===== src/rtl/fpu_pkg.sv =====
// Shared encodings, constants and operand helpers for the binary32 add/sub/mul pipeline.
// FPU_DENORM_EN selects exact subnormal handling; otherwise subnormals flush to zero.
package fpu_pkg;

  typedef enum logic [2:0] {
    OP_ADD = 3'd0,
    OP_SUB = 3'd1,
    OP_MUL = 3'd2
  } fpu_op_e;

  typedef enum logic [1:0] {
    RM_RZ  = 2'd0,
    RM_RD  = 2'd1,
    RM_RNE = 2'd2,
    RM_RU  = 2'd3
  } rmode_e;

  localparam logic [31:0] QNAN    = 32'h7FC00000;
  localparam logic [31:0] MAX_FIN = 32'h7F7FFFFF;
  localparam int unsigned BIAS    = 127;

  typedef struct packed {
    logic        sign;
    logic [7:0]  exp;
    logic [23:0] man;
    logic        is_zero;
    logic        is_inf;
    logic        is_nan;
    logic        is_snan;
  } fp_unp_t;

  typedef struct packed {
    logic        sign;
    logic [7:0]  exp;
    logic [23:0] man;
  } fp_opnd_t;

  // Precomputed result for NaN/infinity/unsupported cases, bypassing the datapath.
  typedef struct packed {
    logic        hit;
    logic [31:0] res;
    logic        snan;
    logic        qnan;
  } fp_spec_t;

  function automatic fp_unp_t fp_unpack(input logic [31:0] x);
    fp_unp_t    u;
    logic [7:0] e;
    logic [22:0] f;
    e         = x[30:23];
    f         = x[22:0];
    u.sign    = x[31];
    u.is_inf  = (e == 8'hFF) && (f == 23'd0);
    u.is_nan  = (e == 8'hFF) && (f != 23'd0);
    u.is_snan = u.is_nan && !f[22];
    if (e == 8'd0) begin
`ifdef FPU_DENORM_EN
      u.is_zero = (f == 23'd0);
      u.exp     = (f == 23'd0) ? 8'd0 : 8'd1;
      u.man     = {1'b0, f};
`else
      u.is_zero = 1'b1;
      u.exp     = 8'd0;
      u.man     = 24'd0;
`endif
    end else begin
      u.is_zero = 1'b0;
      u.exp     = e;
      u.man     = {1'b1, f};
    end
    return u;
  endfunction

  function automatic logic [5:0] lzc48(input logic [47:0] v);
    logic [5:0] n;
    n = 6'd0;
    for (int unsigned i = 0; i < 48; i++) begin
      if (v[i]) n = 6'(47 - i);
    end
    return n;
  endfunction

endpackage


===== src/rtl/fpu_round.sv =====
// Round/pack: applies rmode to a normalized significand + GRS and handles overflow/underflow.
// FPU_DENORM_EN: exponent 0 marks a denormalized input; otherwise tiny results flush to zero.
module fpu_round
  import fpu_pkg::*;
(
  input  logic               sign,
  input  logic signed [11:0] exp,
  input  logic [23:0]        sig,
  input  logic               g,
  input  logic               r,
  input  logic               s,
  input  rmode_e             rmode,
  output logic [31:0]        res,
  output logic               ine,
  output logic               overflow,
  output logic               underflow
);

  logic        inexact;
  logic        inc;
  logic        to_inf;
  logic        ovf;
  logic [30:0] rnd;

  always_comb begin
    inexact = g | r | s;
    case (rmode)
      RM_RNE:  inc = g & (r | s | sig[0]);
      RM_RD:   inc = sign & inexact;
      RM_RU:   inc = ~sign & inexact;
      default: inc = 1'b0;
    endcase
    // Adding into {exp,frac} lets a mantissa carry bump the exponent (incl. denormal -> normal).
    rnd    = {exp[7:0], sig[22:0]} + {30'd0, inc};
    to_inf = (rmode == RM_RNE) | ((rmode == RM_RD) & sign) | ((rmode == RM_RU) & ~sign);
    ovf    = (exp > 12'sd254) | ((exp >= 12'sd0) & (rnd[30:23] == 8'hFF));

    res       = {sign, rnd};
    ine       = inexact;
    overflow  = 1'b0;
    underflow = 1'b0;
    if ((sig == 24'd0) && !inexact) begin
      res = {sign, 31'd0};
      ine = 1'b0;
    end else if (ovf) begin
      overflow = 1'b1;
      ine      = 1'b1;
      res      = to_inf ? {sign, 8'hFF, 23'd0} : {sign, MAX_FIN[30:0]};
    end
`ifdef FPU_DENORM_EN
    else begin
      underflow = (exp == 12'sd0) & inexact;
    end
`else
    else if ((exp < 12'sd0) || (rnd[30:23] == 8'd0)) begin
      res       = {sign, 31'd0};
      ine       = 1'b1;
      underflow = 1'b1;
    end
`endif
  end

endmodule


===== src/rtl/fpu_core.sv =====
// Pipelined binary32 add/sub/mul: input capture, unpack, align/multiply, normalize, round.
// Define FPU_DENORM_EN for exact subnormals; default build flushes subnormals to zero.
module fpu_core
  import fpu_pkg::*;
(
  input  logic        clk,
  input  logic        rst_n,
  input  logic [1:0]  rmode,
  input  logic [2:0]  fpu_op,
  input  logic [31:0] opa,
  input  logic [31:0] opb,
  output logic [31:0] out,
  output logic        snan,
  output logic        qnan,
  output logic        inf,
  output logic        ine,
  output logic        overflow,
  output logic        underflow,
  output logic        div_by_zero,
  output logic        zero
);

  // Input capture so that operands sampled on edge N yield results after edge N+4.
  logic        in_v_d, in_v_q;
  logic [2:0]  in_op_d, in_op_q;
  rmode_e      in_rm_d, in_rm_q;
  logic [31:0] in_a_d, in_a_q, in_b_d, in_b_q;

  logic        s1_v_d, s1_v_q, s1_mul_d, s1_mul_q;
  rmode_e      s1_rm_d, s1_rm_q;
  fp_opnd_t    s1_a_d, s1_a_q, s1_b_d, s1_b_q;
  fp_spec_t    s1_sp_d, s1_sp_q;
  fp_unp_t     ua, ub;

  logic               s2_v_d, s2_v_q, s2_sign_d, s2_sign_q;
  logic signed [11:0] s2_exp_d, s2_exp_q;
  logic [47:0]        s2_mant_d, s2_mant_q;
  rmode_e             s2_rm_d, s2_rm_q;
  fp_spec_t           s2_sp_d, s2_sp_q;
  fp_opnd_t           big, sml;
  logic [7:0]         ediff;
  logic [4:0]         sh;
  logic [55:0]        wide;
  logic [26:0]        big_al, sml_al;
  logic [27:0]        sum;

  logic               s3_v_d, s3_v_q, s3_sign_d, s3_sign_q;
  logic signed [11:0] s3_exp_d, s3_exp_q;
  logic [23:0]        s3_sig_d, s3_sig_q;
  logic               s3_g_d, s3_g_q, s3_r_d, s3_r_q, s3_s_d, s3_s_q;
  rmode_e             s3_rm_d, s3_rm_q;
  fp_spec_t           s3_sp_d, s3_sp_q;
  logic [5:0]         lz;
  logic [47:0]        norm;
  logic signed [11:0] e_n;
  logic               xs;
`ifdef FPU_DENORM_EN
  logic signed [11:0] dsh;
  logic [6:0]         dsh_amt;
  logic [95:0]        ext;
`endif

  logic [31:0] rnd_res;
  logic        rnd_ine, rnd_ovf, rnd_unf;
  logic [31:0] out_d, out_q;
  logic        snan_d, snan_q, qnan_d, qnan_q, inf_d, inf_q, ine_d, ine_q;
  logic        ovf_d, ovf_q, unf_d, unf_q, zero_d, zero_q;

  always_comb begin
    in_v_d  = 1'b1;
    in_op_d = fpu_op;
    in_rm_d = rmode_e'(rmode);
    in_a_d  = opa;
    in_b_d  = opb;
  end

  // Stage 1: unpack and special-case detection
  always_comb begin
    ua = fp_unpack(in_a_q);
    ub = fp_unpack(in_b_q);
    if (in_op_q == OP_SUB) ub.sign = ~ub.sign;
    s1_v_d   = in_v_q;
    s1_rm_d  = in_rm_q;
    s1_mul_d = (in_op_q == OP_MUL);
    s1_a_d   = '{sign: ua.sign, exp: ua.exp, man: ua.man};
    s1_b_d   = '{sign: ub.sign, exp: ub.exp, man: ub.man};
    s1_sp_d     = '0;
    s1_sp_d.res = QNAN;
    if (in_op_q > OP_MUL) begin
      s1_sp_d.hit  = 1'b1;
      s1_sp_d.qnan = 1'b1;
    end else if (ua.is_nan | ub.is_nan) begin
      s1_sp_d.hit  = 1'b1;
      s1_sp_d.qnan = 1'b1;
      s1_sp_d.snan = ua.is_snan | ub.is_snan;
    end else if (s1_mul_d) begin
      if ((ua.is_inf & ub.is_zero) | (ua.is_zero & ub.is_inf)) begin
        s1_sp_d.hit  = 1'b1;
        s1_sp_d.qnan = 1'b1;
      end else if (ua.is_inf | ub.is_inf) begin
        s1_sp_d.hit = 1'b1;
        s1_sp_d.res = {ua.sign ^ ub.sign, 8'hFF, 23'd0};
      end
    end else begin
      if (ua.is_inf & ub.is_inf & (ua.sign != ub.sign)) begin
        s1_sp_d.hit  = 1'b1;
        s1_sp_d.qnan = 1'b1;
      end else if (ua.is_inf) begin
        s1_sp_d.hit = 1'b1;
        s1_sp_d.res = {ua.sign, 8'hFF, 23'd0};
      end else if (ub.is_inf) begin
        s1_sp_d.hit = 1'b1;
        s1_sp_d.res = {ub.sign, 8'hFF, 23'd0};
      end
    end
  end

  // Stage 2: align+add or multiply; both leave the binary point at mant bit 46
  always_comb begin
    s2_v_d  = s1_v_q;
    s2_rm_d = s1_rm_q;
    s2_sp_d = s1_sp_q;
    big     = s1_a_q;
    sml     = s1_b_q;
    ediff   = '0;
    sh      = '0;
    wide    = '0;
    big_al  = '0;
    sml_al  = '0;
    sum     = '0;
    if (s1_mul_q) begin
      s2_mant_d = 48'(s1_a_q.man) * 48'(s1_b_q.man);
      s2_exp_d  = $signed({4'd0, s1_a_q.exp}) + $signed({4'd0, s1_b_q.exp}) - 12'(BIAS);
      s2_sign_d = s1_a_q.sign ^ s1_b_q.sign;
    end else begin
      if ({s1_b_q.exp, s1_b_q.man} > {s1_a_q.exp, s1_a_q.man}) begin
        big = s1_b_q;
        sml = s1_a_q;
      end
      ediff  = big.exp - sml.exp;
      sh     = (ediff > 8'd31) ? 5'd31 : ediff[4:0];
      wide   = {sml.man, 32'd0} >> sh;
      sml_al = {wide[55:30], |wide[29:0]};
      big_al = {big.man, 3'd0};
      sum    = (big.sign == sml.sign) ? ({1'b0, big_al} + {1'b0, sml_al})
                                      : ({1'b0, big_al} - {1'b0, sml_al});
      s2_mant_d = {sum, 20'd0};
      s2_exp_d  = $signed({4'd0, big.exp});
      if (sum == 28'd0)
        s2_sign_d = (big.sign == sml.sign) ? big.sign : (s1_rm_q == RM_RD);
      else
        s2_sign_d = big.sign;
    end
  end

  // Stage 3: normalize (and denormalize tiny results when enabled)
  always_comb begin
    s3_v_d    = s2_v_q;
    s3_rm_d   = s2_rm_q;
    s3_sp_d   = s2_sp_q;
    s3_sign_d = s2_sign_q;
    lz   = lzc48(s2_mant_q);
    norm = s2_mant_q << lz;
    e_n  = s2_exp_q + 12'sd1 - $signed({6'd0, lz});
    xs   = 1'b0;
    if (s2_mant_q == 48'd0) e_n = '0;
`ifdef FPU_DENORM_EN
    dsh     = 12'sd1 - e_n;
    dsh_amt = (dsh > 12'sd48) ? 7'd48 : dsh[6:0];
    ext     = {norm, 48'd0} >> dsh_amt;
    if ((s2_mant_q != 48'd0) && (e_n < 12'sd1)) begin
      norm = ext[95:48];
      xs   = |ext[47:0];
      e_n  = '0;
    end
`endif
    s3_exp_d = e_n;
    s3_sig_d = norm[47:24];
    s3_g_d   = norm[23];
    s3_r_d   = norm[22];
    s3_s_d   = (|norm[21:0]) | xs;
  end

  fpu_round u_round (
    .sign      (s3_sign_q),
    .exp       (s3_exp_q),
    .sig       (s3_sig_q),
    .g         (s3_g_q),
    .r         (s3_r_q),
    .s         (s3_s_q),
    .rmode     (s3_rm_q),
    .res       (rnd_res),
    .ine       (rnd_ine),
    .overflow  (rnd_ovf),
    .underflow (rnd_unf)
  );

  // Stage 4: select special or rounded result; flags derive from this op only
  always_comb begin
    out_d  = '0;
    snan_d = 1'b0;
    qnan_d = 1'b0;
    ine_d  = 1'b0;
    ovf_d  = 1'b0;
    unf_d  = 1'b0;
    inf_d  = 1'b0;
    zero_d = 1'b0;
    if (s3_v_q) begin
      if (s3_sp_q.hit) begin
        out_d  = s3_sp_q.res;
        snan_d = s3_sp_q.snan;
        qnan_d = s3_sp_q.qnan;
      end else begin
        out_d = rnd_res;
        ine_d = rnd_ine;
        ovf_d = rnd_ovf;
        unf_d = rnd_unf;
      end
      inf_d  = (out_d[30:0] == 31'h7F800000);
      zero_d = (out_d[30:0] == 31'd0);
    end
  end

  always_ff @(posedge clk or negedge rst_n) begin
    if (!rst_n) begin
      in_v_q <= 1'b0;  in_op_q <= '0;  in_rm_q <= RM_RZ;  in_a_q <= '0;  in_b_q <= '0;
      s1_v_q <= 1'b0;  s1_mul_q <= 1'b0;  s1_rm_q <= RM_RZ;
      s1_a_q <= '0;    s1_b_q <= '0;    s1_sp_q <= '0;
      s2_v_q <= 1'b0;  s2_sign_q <= 1'b0;  s2_exp_q <= '0;  s2_mant_q <= '0;
      s2_rm_q <= RM_RZ;  s2_sp_q <= '0;
      s3_v_q <= 1'b0;  s3_sign_q <= 1'b0;  s3_exp_q <= '0;  s3_sig_q <= '0;
      s3_g_q <= 1'b0;  s3_r_q <= 1'b0;  s3_s_q <= 1'b0;  s3_rm_q <= RM_RZ;  s3_sp_q <= '0;
      out_q <= '0;  snan_q <= 1'b0;  qnan_q <= 1'b0;  inf_q <= 1'b0;  ine_q <= 1'b0;
      ovf_q <= 1'b0;  unf_q <= 1'b0;  zero_q <= 1'b0;
    end else begin
      in_v_q <= in_v_d;  in_op_q <= in_op_d;  in_rm_q <= in_rm_d;  in_a_q <= in_a_d;  in_b_q <= in_b_d;
      s1_v_q <= s1_v_d;  s1_mul_q <= s1_mul_d;  s1_rm_q <= s1_rm_d;
      s1_a_q <= s1_a_d;  s1_b_q <= s1_b_d;  s1_sp_q <= s1_sp_d;
      s2_v_q <= s2_v_d;  s2_sign_q <= s2_sign_d;  s2_exp_q <= s2_exp_d;  s2_mant_q <= s2_mant_d;
      s2_rm_q <= s2_rm_d;  s2_sp_q <= s2_sp_d;
      s3_v_q <= s3_v_d;  s3_sign_q <= s3_sign_d;  s3_exp_q <= s3_exp_d;  s3_sig_q <= s3_sig_d;
      s3_g_q <= s3_g_d;  s3_r_q <= s3_r_d;  s3_s_q <= s3_s_d;  s3_rm_q <= s3_rm_d;  s3_sp_q <= s3_sp_d;
      out_q <= out_d;  snan_q <= snan_d;  qnan_q <= qnan_d;  inf_q <= inf_d;  ine_q <= ine_d;
      ovf_q <= ovf_d;  unf_q <= unf_d;  zero_q <= zero_d;
    end
  end

  assign out         = out_q;
  assign snan        = snan_q;
  assign qnan        = qnan_q;
  assign inf         = inf_q;
  assign ine         = ine_q;
  assign overflow    = ovf_q;
  assign underflow   = unf_q;
  assign zero        = zero_q;
  assign div_by_zero = 1'b0;

endmodule


===== config.mk =====
export PLATFORM = sky130hd
export DESIGN_NAME = fpu_core
export DESIGN_NICKNAME = d
export VERILOG_FILES = /design/src/rtl/fpu_pkg.sv /design/src/rtl/fpu_round.sv /design/src/rtl/fpu_core.sv
export SDC_FILE = /design/constraint.sdc
export NUM_CORES = 2
export LEC_CHECK = 0
export ABC_CLOCK_PERIOD_IN_PS = 11600
export CORE_UTILIZATION = 30
export DETAILED_ROUTE_END_ITERATION = 12
export PLACE_DENSITY = 0.52
export SETUP_SLACK_MARGIN = 0.4
export SLEW_MARGIN = 30
export SYNTH_ARGS = -nofsm -noshare
export SYNTH_HDL_FRONTEND = slang
export SYNTH_HIERARCHICAL = 1
export SYNTH_SLANG_ARGS = --single-unit

===== constraint.sdc =====
create_clock -name clk -period 11.6 [get_ports clk]
set_input_delay 3.48 -clock clk [delete_from_list [all_inputs] [get_ports clk]]
set_output_delay 3.48 -clock clk [all_outputs]
set_load 0.02 [all_outputs]

==> flow_metrics.env <==
export IMPL_status="finished clean"
export IMPL_yosys_warnings=6
export IMPL_nNetsFinal=5315
export IMPL_synth_area_top_cells="fa_1 (25%), dfrtp_1 (19%), ha_1 (9.9%)"
export IMPL_cp_max_fo=33
export IMPL_r2r_cells=48
export IMPL_fmax_ghz=0.0945
export IMPL_synth_area_per_cell_sq_um=8.84
export IMPL_synthArstFlopShare=1.00
export IMPL_synth_top_cell_area_share=0.247
export IMPL_synth_nets=5322
export IMPL_fin_skew_ns=0.0301
export IMPL_critical_path_class="flop to flop"
export IMPL_timing_rr_end="s2_sign_q$_DFF_PN0_"
export IMPL_ys_ff_latch=299
export IMPL_hpwl_microns=103000
export IMPL_rsz0062_at_grt="no"
export IMPL_synth_most_common_cell="inv_1"
export IMPL_clk_pin_slew_ns=0.06
export IMPL_fin_cells=6215
export IMPL_yosysUniqueCellTypes=106
export IMPL_r2r_start="s1_a_q[14]$_DFF_PN0_"
export IMPL_worstPathRequired_ns=12.05
export IMPL_yosysTopAreaCell="fa_1"
export IMPL_antenna_found_initial=11
export IMPL_cp_start_kind="flop"
export IMPL_drive_above_1_share=0.0646
export IMPL_hp_class="flop to flop"
export IMPL_syn_area_sq_mm=0.0394
export IMPL_place_gp_congestion=0.930
export IMPL_drt_wirelength_per_cell_microns=20.8
export IMPL_cts_tree="done"
export IMPL_worstPathArrival_ns=11.03
export IMPL_postSynthCellCount=4453
export IMPL_fin_crit_sh=0.912
export IMPL_worst_slew_pin_slew_ns=1.18
export IMPL_critPathMaxStageDelay_ns=0.56
export IMPL_synth_edf_count=0
export IMPL_grt_max_degree=125
export IMPL_grt_pass1_wl_microns=200000
export IMPL_grtUsageTotal=0.197
export IMPL_wl_microns=130000
export IMPL_ctsRootBufferMaster="clkbuf_16"
export IMPL_critical_path_top_delay_family="compound AO/OA/AOI/OAI gates"
export IMPL_die_w_microns=364
export IMPL_ff2ff_setup_slack_ns=1.02
export IMPL_pin_count=111
export IMPL_drv_cap=0
export IMPL_crit_buf_inv=2
export IMPL_dp_cells=6148
export IMPL_fp_row_count=132
export IMPL_viasPerCell=5.09
export IMPL_crit_top_cell="a21oi_1"
export IMPL_hold_depth=0
export IMPL_totalNegativeSetupSlack_ns=0
export IMPL_hold_start="s2_sp_q[0]$_DFF_PN0_"
export IMPL_setup_violations_final=0
export IMPL_min_to="s3_sp_q[0]$_DFF_PN0_"
export IMPL_slew_viol_final=0
export IMPL_clock_path_buffers=3
export IMPL_fp_dieArea_sq_mm=0.133
export IMPL_clkLatencyLatePin_ns=0.58
export IMPL_slew_headroom=0.202
export IMPL_portBuffers=109
export IMPL_initial_utilization=0.303
export IMPL_cts_inserted_buffers=35
export IMPL_synthTopCellsByCount="inv_1 (663), nand2_1 (597), fa_1 (485)"
export IMPL_die_h_microns=364
export IMPL_ant_nets=0
export IMPL_cts_sinks=299
export IMPL_worst_slack_ns=1.02
export IMPL_cts_max_level=2
export IMPL_end_kind="flop"
export IMPL_grt_pass1_vias=32248
export IMPL_area_growth_pct=11.1
export IMPL_dr_pass1_iters=5
export IMPL_synth_flop_cell="dfrtp_1"
export IMPL_core_sq_mm=0.130
export IMPL_fin_crit_ns=10.58
export IMPL_overflow=0
export IMPL_synth_seq_area_share=0.190
export IMPL_vias=31638
export IMPL_finalHoldViolations=0
export IMPL_dp_slack_ns=0.454
export IMPL_cp_slowest_cell="or4_4"
export IMPL_drc=0
export IMPL_first_iter_violations=2465
## per-stage QoR
| step | area, sq um | utilization | hold WS (ns) |
|---|---|---|---|
| 2_1_floorplan | 39400 | - | 0.331 |
| 3_5_place_dp | 42400 | 0.327 | 0.335 |
| 3_3_place_gp | 42400 | 0.327 | 0.334 |
| 6_report | 43700 | 0.337 | 0.339 |
| 4_1_cts | 43600 | 0.336 | 0.337 |
| 5_1_grt | 43700 | 0.337 | 0.346 |
## flip-flops by register name, indices dropped and copies added (netlist names), 2 cells and up
signal / cells
in_a_q: 32
in_b_q: 32
in_op_q: 3
in_rm_q: 2
out: 32
s1_a_q: 33
s1_b_q: 33
s1_rm_q: 2
s1_sp_q: 6
s2_exp_q: 10
s2_mant_q: 48
s2_rm_q: 2
s2_sp_q: 6
s3_exp_q: 12
s3_rm_q: 2
s3_sig_q: 24
s3_sp_q: 6
## worst max-delay path by stage
stage | start | end | slack [ns] | cells past startpoint
5_1_grt | s1_a_q[14]$_DFF_PN0_ | s2_sign_q$_DFF_PN0_ | 0.41 | 48
2_1_floorplan | s1_a_q[14]$_DFF_PN0_ | s2_sign_q$_DFF_PN0_ | 2.18 | 49
6_report | s1_a_q[14]$_DFF_PN0_ | s2_sign_q$_DFF_PN0_ | 1.02 | 48
3_5_place_dp | s1_a_q[14]$_DFF_PN0_ | s2_sign_q$_DFF_PN0_ | 0.45 | 47
3_3_place_gp | s1_a_q[14]$_DFF_PN0_ | s2_sign_q$_DFF_PN0_ | 0.60 | 47
4_1_cts | s1_a_q[14]$_DFF_PN0_ | s2_sign_q$_DFF_PN0_ | 0.41 | 47
## kinds of logic after synthesis
| logic type | synth area share |
|---|---|
| AOI/OAI and AO/OA | 0.118 |
| buffers and inverters | 0.0886 |
| xor gates and xnor gates | 0.0225 |
| muxes | 0.0506 |
| and+or+nand+nor | 0.184 |
| adders and majority gates | 0.346 |
| DFF | 0.190 |
| other | 0.000191 |
## timing repair
action,4_1_cts,5_1_grt
buffers inserted,0,0
resized for setup,0,18
setup endpoints to repair,0,4
hold buffers,0,0
## final cells by class
cell class                 instances  area [sq um]
fill                           13660         86100
multi-input combinational       3246         28500
sequential                       299          7480
inverter                         665          2500
tap                             1742          2180
timing repair buffer             199          1850
clock buffer                      45           993
clock inverter                    17           180
antenna                            2          5.00
## placed cells by master, fill, tap and decap left out, drive strengths merged, types with 32 or more instances in the layout
| cell type | instances |
|---|---|
| a211oi | 32 |
| a21o | 41 |
| a21oi | 220 |
| and2 | 272 |
| buf | 91 |
| clkbuf | 45 |
| clkdlybuf4s50 | 108 |
| dfrtp | 299 |
| fa | 485 |
| ha | 313 |
| inv | 669 |
| mux2i | 109 |
| nand2 | 598 |
| nand3 | 76 |
| nand4 | 40 |
| nor2 | 197 |
| nor2b | 33 |
| nor3 | 72 |
| nor4 | 54 |
| o21ai | 166 |
| xnor2 | 63 |
| xor2 | 38 |
## per-layer routing
metal | vias up | routed length (microns) | global-route usage
met3 | 197 | 6510 | 0.0224
met2 | 938 | 59000 | 0.315
met4 | 6 | 4180 | 0.0592
met5 | - | 41 | 0
met1 | 15990 | 59800 | 0.277
li1 | 14507 | - | -
Power is left out: the tool's default activity adds up to more than one toggle a clock period on the data nets, which glitch-free logic cannot reach.
